`src/rtl/div_pkg.sv`:
```
// Shared types and constants for the iterative non-restoring divider.
package div_pkg;

    typedef enum logic [1:0] {
        DIV_IDLE,
        DIV_CALC,
        DIV_FIXUP,
        DIV_DONE
    } div_state_e;

    // Sliced down to DATA_WIDTH by the user; supports widths up to 64.
    localparam logic [63:0] DIV_ZERO_QUO = '1;

endpackage

```
`src/rtl/div_step_nonrestore.sv`:
```
// One radix-2 non-restoring iteration: shift {P,Q}, add or subtract D, set the quotient bit.
// Latency: purely combinational.
// Backpressure: none; sequencing is owned by the caller.
module div_step_nonrestore #(
    parameter int DATA_WIDTH = 32
) (
    input  logic [DATA_WIDTH:0]   p,
    input  logic [DATA_WIDTH-1:0] q,
    input  logic [DATA_WIDTH-1:0] d,
    output logic [DATA_WIDTH:0]   p_next,
    output logic [DATA_WIDTH-1:0] q_next
);

    logic                sub;
    logic [DATA_WIDTH:0] a;
    logic [DATA_WIDTH:0] b;
    logic [DATA_WIDTH:0] c;

    // The add/subtract decision follows the sign of P before the shift.
    assign sub  = ~p[DATA_WIDTH];
    assign a    = {p[DATA_WIDTH-1:0], q[DATA_WIDTH-1]};
    assign b    = sub ? ~{1'b0, d} : {1'b0, d};
    assign c[0] = sub;

    for (genvar i = 0; i <= DATA_WIDTH; i++) begin : g_fa
        assign p_next[i] = a[i] ^ b[i] ^ c[i];
        if (i < DATA_WIDTH) begin : g_carry
            assign c[i+1] = (a[i] & b[i]) | (c[i] & (a[i] ^ b[i]));
        end
    end

    assign q_next = {q[DATA_WIDTH-2:0], ~p_next[DATA_WIDTH]};

endmodule

```
`src/rtl/div_32bit_nonrestore.sv`:
```
// Iterative signed/unsigned divider producing a truncated quotient and a dividend-signed remainder.
// Latency: DATA_WIDTH+2 cycles to o_vld; divide-by-zero and signed overflow resolve in 1 cycle.
// Backpressure: one operation in flight; o_rdy only in IDLE, result held in DONE until i_rdy.
module div_32bit_nonrestore
    import div_pkg::*;
#(
    parameter int DATA_WIDTH = 32,
    parameter int CNT_WIDTH  = $clog2(DATA_WIDTH) + 1
) (
    input  logic                  i_clk,
    input  logic                  i_rst_n,
    input  logic                  i_flush,
    input  logic                  i_vld,
    output logic                  o_rdy,
    input  logic                  i_sign,
    input  logic [DATA_WIDTH-1:0] i_dividend,
    input  logic [DATA_WIDTH-1:0] i_divisor,
    output logic                  o_vld,
    input  logic                  i_rdy,
    output logic [DATA_WIDTH-1:0] o_quo,
    output logic [DATA_WIDTH-1:0] o_rem,
    output logic                  o_busy
);

    localparam logic [DATA_WIDTH-1:0] MOST_NEG = {1'b1, {(DATA_WIDTH-1){1'b0}}};

    div_state_e            state;
    logic [CNT_WIDTH-1:0]  cnt;
    logic [DATA_WIDTH:0]   p_reg;
    logic [DATA_WIDTH-1:0] q_reg;
    logic [DATA_WIDTH-1:0] d_reg;
    logic                  quo_neg;
    logic                  rem_neg;

    logic [DATA_WIDTH:0]   p_step;
    logic [DATA_WIDTH-1:0] q_step;
    logic [DATA_WIDTH:0]   p_fix;
    logic [DATA_WIDTH-1:0] quo_fix;
    logic [DATA_WIDTH-1:0] rem_fix;
    logic [DATA_WIDTH-1:0] dvd_mag;
    logic [DATA_WIDTH-1:0] dvs_mag;
    logic                  dvs_zero;
    logic                  ovf;

    div_step_nonrestore #(
        .DATA_WIDTH (DATA_WIDTH)
    ) u_step (
        .p      (p_reg),
        .q      (q_reg),
        .d      (d_reg),
        .p_next (p_step),
        .q_next (q_step)
    );

    // Magnitudes fit the unsigned width, so -2^(W-1) survives negation intact.
    assign dvd_mag  = (i_sign && i_dividend[DATA_WIDTH-1]) ? -i_dividend : i_dividend;
    assign dvs_mag  = (i_sign && i_divisor[DATA_WIDTH-1])  ? -i_divisor  : i_divisor;
    assign dvs_zero = (i_divisor == '0);
    assign ovf      = i_sign && (i_dividend == MOST_NEG) && (i_divisor == '1);

    assign p_fix    = p_reg[DATA_WIDTH] ? (p_reg + {1'b0, d_reg}) : p_reg;
    assign quo_fix  = quo_neg ? -q_reg : q_reg;
    assign rem_fix  = rem_neg ? -p_fix[DATA_WIDTH-1:0] : p_fix[DATA_WIDTH-1:0];

    always_ff @(posedge i_clk or negedge i_rst_n) begin
        if (!i_rst_n) begin
            state   <= DIV_IDLE;
            cnt     <= '0;
            p_reg   <= '0;
            q_reg   <= '0;
            d_reg   <= '0;
            quo_neg <= 1'b0;
            rem_neg <= 1'b0;
            o_rdy   <= 1'b1;
            o_vld   <= 1'b0;
            o_busy  <= 1'b0;
            o_quo   <= '0;
            o_rem   <= '0;
        end else if (i_flush) begin
            state  <= DIV_IDLE;
            o_rdy  <= 1'b1;
            o_vld  <= 1'b0;
            o_busy <= 1'b0;
        end else begin
            case (state)
                DIV_IDLE: begin
                    if (i_vld) begin
                        o_rdy <= 1'b0;
                        if (dvs_zero) begin
                            o_quo <= DIV_ZERO_QUO[DATA_WIDTH-1:0];
                            o_rem <= i_dividend;
                            o_vld <= 1'b1;
                            state <= DIV_DONE;
                        end else if (ovf) begin
                            o_quo <= i_dividend;
                            o_rem <= '0;
                            o_vld <= 1'b1;
                            state <= DIV_DONE;
                        end else begin
                            p_reg   <= '0;
                            q_reg   <= dvd_mag;
                            d_reg   <= dvs_mag;
                            quo_neg <= i_sign && (i_dividend[DATA_WIDTH-1] ^ i_divisor[DATA_WIDTH-1]);
                            rem_neg <= i_sign && i_dividend[DATA_WIDTH-1];
                            cnt     <= CNT_WIDTH'(DATA_WIDTH);
                            o_busy  <= 1'b1;
                            state   <= DIV_CALC;
                        end
                    end
                end
                DIV_CALC: begin
                    p_reg <= p_step;
                    q_reg <= q_step;
                    cnt   <= cnt - CNT_WIDTH'(1);
                    if (cnt == CNT_WIDTH'(1)) begin
                        state <= DIV_FIXUP;
                    end
                end
                DIV_FIXUP: begin
                    o_quo  <= quo_fix;
                    o_rem  <= rem_fix;
                    o_busy <= 1'b0;
                    o_vld  <= 1'b1;
                    state  <= DIV_DONE;
                end
                DIV_DONE: begin
                    if (i_rdy) begin
                        o_vld <= 1'b0;
                        o_rdy <= 1'b1;
                        state <= DIV_IDLE;
                    end
                end
                default: begin
                    state <= DIV_IDLE;
                end
            endcase
        end
    end

endmodule

```
`config.mk`:
```
export PLATFORM = sky130hd
export DESIGN_NAME = div_32bit_nonrestore
export DESIGN_NICKNAME = d
export VERILOG_FILES = /design/src/rtl/div_pkg.sv /design/src/rtl/div_step_nonrestore.sv /design/src/rtl/div_32bit_nonrestore.sv
export SDC_FILE = /design/constraint.sdc
export NUM_CORES = 1
export LEC_CHECK = 0
export BUFFER_PORTS_ARGS = -buffer_cell sky130_fd_sc_hd__buf_2
export CAP_MARGIN = 20
export CORE_AREA = 5 5 170 294
export DETAILED_ROUTE_END_ITERATION = 7
export DIE_AREA = 0 0 175 299
export SLEW_MARGIN = 20
export SYNTH_ARGS = -nofsm -noshare
export SYNTH_HDL_FRONTEND = slang
export SYNTH_HIERARCHICAL = 1
export SYNTH_SLANG_ARGS = --single-unit
```
`constraint.sdc`:
```
create_clock -name i_clk -period 17.9 [get_ports i_clk]
set_input_delay 3.58 -clock i_clk [delete_from_list [all_inputs] [get_ports i_clk]]
set_output_delay 3.58 -clock i_clk [all_outputs]
set_load 0.005 [all_outputs]
```
==> metrics.cfg <==
[cts]
worstSkewPairLatency_ns=0.46
ctsHoldBuffers=0
path_clk_slew_ns=0.07
cts_sinks=174
cts_root_buf=clkbuf_16
cts_resized=0
cts_tree=done
cts_setup_buffers=0
cts_max_level=4
cts_buffers=17
cts_buffer_depth=2

[setup_path]
worst_path_most_repeated_cell=fa_1
endpoint_kind=register
worstSetupStartpointType=register
crit_path_max_fanout=21
cp.required_ns=18.26
crit_arrival_ns=15.42
cpMaxStageDelayCell=dfrtp_4
cp_slowest_stage_delay_ns=0.60
worst-setup-path-type=register to register

[cells_and_area]
num-fill-cells=5024
area_growth_pct=10.19
nets=1873
final_layout_size_suffix_gt1_frac=0.1287
final_cells=2337
largest_reg_flops=33

[grt]
track_usage=0.1682
antenna_found_initial=2
grt_pass1_wl_um=69790
grt_max_degree=106
grt-ovfl-total=0
grt_pass1_vias=12320

[drt]
drt_pass1_iterations=5
ant_nets=0
via_per_inst=5.336
drc=0
num_vias=12470
post_drt_wl_per_cell_um=19.10
drt_iter0_drc=684
drt_wl_total_um=44640

[placed_design]
port_buffers=136
dp_slack_ns=2.760
dp.cells=2304
place_hpwl_um=34330
place_congestion=0.9171

[synthesis]
syn-cell-area_um2=14010
synth_enable_flop_cells=0
synth_async_sr_flop_share=1.000
synth-compound-area-share=0.2372
syn_avg_cell_area_um2=8.303
ys_types=89
ys_ff_latch=174
synth_top_family_by_area=compound AO/OA/AOI/OAI gates
synth_ff_type=dfrtp_1
ys_seq_area_frac=0.3108
ys_warn_count=6
synthXorXnorAreaFrac=0.09874
synth_cells=1688
synth-simple-area-share=0.1756
yosys-mux-area-fraction=0.01411
synth_nets=1832
synth-adder-area-share=0.08321

[sta]
post-route-worst-setup-slack_ns=2.847
drv_slew=0
fmax_mhz=66.43
period_needed_ns=15.05
clock_skew_ns=0.01309
rsz0062_at_grt=no
setup-violations-final=0
hold_viol=0
slew_headroom=0.3024
tns_ns=0
tightest_slew_ns=1.046
period_share=0.8409

[floorplan]
start_util=0.2952
dieHeight_um=299
io_pins=137
core_area_um2=47480
die_x_um=175
row_count=106
die-area_um2=52330

[power]
cellPowerDensity_nw_per_um2=172.4
p_leak_uw=0.006654
ir_worst_vdd_mv=0.08092
power_uw=2662

[run_status]
status=completed

[flow_run]
maxCapViolCount=0

[min_path]
hold_class=register to register

worst max-delay path: cells and delay by family (launching register included):
kind | cells | cell delay, ns
buffers and inverters | 3 | 0.20
adders and majority gates | 31 | 13.04
DFF | 1 | 0.60
xor gates and xnor gates | 2 | 0.56
AOI/OAI and AO/OA | 2 | 0.46
muxes | 1 | 0.08
path summary, 6_finish.rpt:
path | to | depth (start not counted) | start | slack (ns)
max | q_reg[0] | 39 | p_reg[32] | 2.85
min | o_quo[18] | 2 | o_quo[18] | 0.47
max reg2reg | q_reg[0] | 39 | p_reg[32] | 2.85
min reg2reg | o_quo[18] | 2 | o_quo[18] | 0.47
max in group asynchronous | quo_neg | 2 | i_rst_n | 13.49
min in group asynchronous | p_reg[3] | 1 | i_rst_n | 3.03
logic make-up (layout without fill, tap and decap cells):
logic type / count (synthesis) / after routing
compound gates: 518 / 518
xor+xnor: 158 / 158
fa+ha+maj: 74 / 74
buf+inv: 229 / 282
flops: 174 / 174
mux: 19 / 19
other cells: 0 / 2
simple gates: 516 / 516
cells in the final DEF, fill, tap and decap left out, drive strengths merged, types with 13 or more instances in the layout:
cell and n:
a21o 16, a21oi 125, a221oi 18, a22o 36, a31oi 14, and3 15
buf 154, clkbuf 19, dfrtp 173, fa 32, ha 42, inv 101
mux2i 13, nand2 219, nand3 18, nand4 18, nor2 114, nor3 31
nor4 15, o21ai 168, o22ai 24, o31ai 26, or3 24, or4 18
xnor2 82, xor2 76
through the flow:
| step | utilization | hold slack (ns) | instance area [um^2] |
|---|---|---|---|
| after floorplan | - | 0.4628 | 14010 |
| final | 0.3252 | 0.4721 | 15440 |
| after detailed placement | 0.3124 | 0.4546 | 14830 |
| after global routing | 0.3252 | 0.4948 | 15440 |
| after global placement | 0.3124 | 0.4551 | 14830 |
| after CTS | 0.3251 | 0.4775 | 15440 |
cell usage after synthesis (9+ instances only):
cell      number  area [um^2]
fa_1          32        640.6
a21oi_1      125        625.6
clkbuf_1      77        289.0
nand3_1       17        85.08
ha_1          42        525.5
buf_1          9        33.78
nand4_1       18        112.6
o22ai_1       24        150.1
a21o_1        15        112.6
xnor2_1       82        718.2
nor3_1        30        150.1
o21ai_0      161        805.8
o211ai_1      11        82.58
or3_1         22        137.6
mux2i_1       13        130.1
inv_1         96        360.4
a31oi_1       14        87.58
a22o_1        36        315.3
dfrtp_1      173         4329
buf_4         31        232.7
and3_1        15        93.84
a221oi_1      17        148.9
o31ai_1       26        195.2
nand2b_1      11        68.82
or4_1         17        127.6
nor4_1        14        87.58
nand2_1      219        822.0
nor2_1       114        427.9
o311ai_0       9        78.83
xor2_1        76        665.6
and2_1         9        56.30
layer usage:
layer,global-route usage,wire length [um],share of wire
met1,0.1920,17290,0.39
met2,0.2996,22970,0.51
met3,0.02860,2273,0.051
met4,0.08669,2113,0.047
met5,0,0,0
report_power, final:
part           switching (uW)  internal [uW]
clock                     171            224
combinational             900            612
sequential                196            558
total                    1270           1390
area by class of cell:
type / count / area, um^2 / area share
Multi-Input combinational cell: 1285 / 8546 / 0.5534
Sequential cell: 174 / 4360 / 0.2824
Timing Repair Buffer: 154 / 822.0 / 0.05323
Tap cell: 594 / 743.2 / 0.04813
Clock buffer: 19 / 442.9 / 0.02868
Inverter: 97 / 364.1 / 0.02358
Clock inverter: 12 / 158.9 / 0.01029
Antenna cell: 2 / 5.005 / 0.0003241
Power figures use the tool's default switching activity.
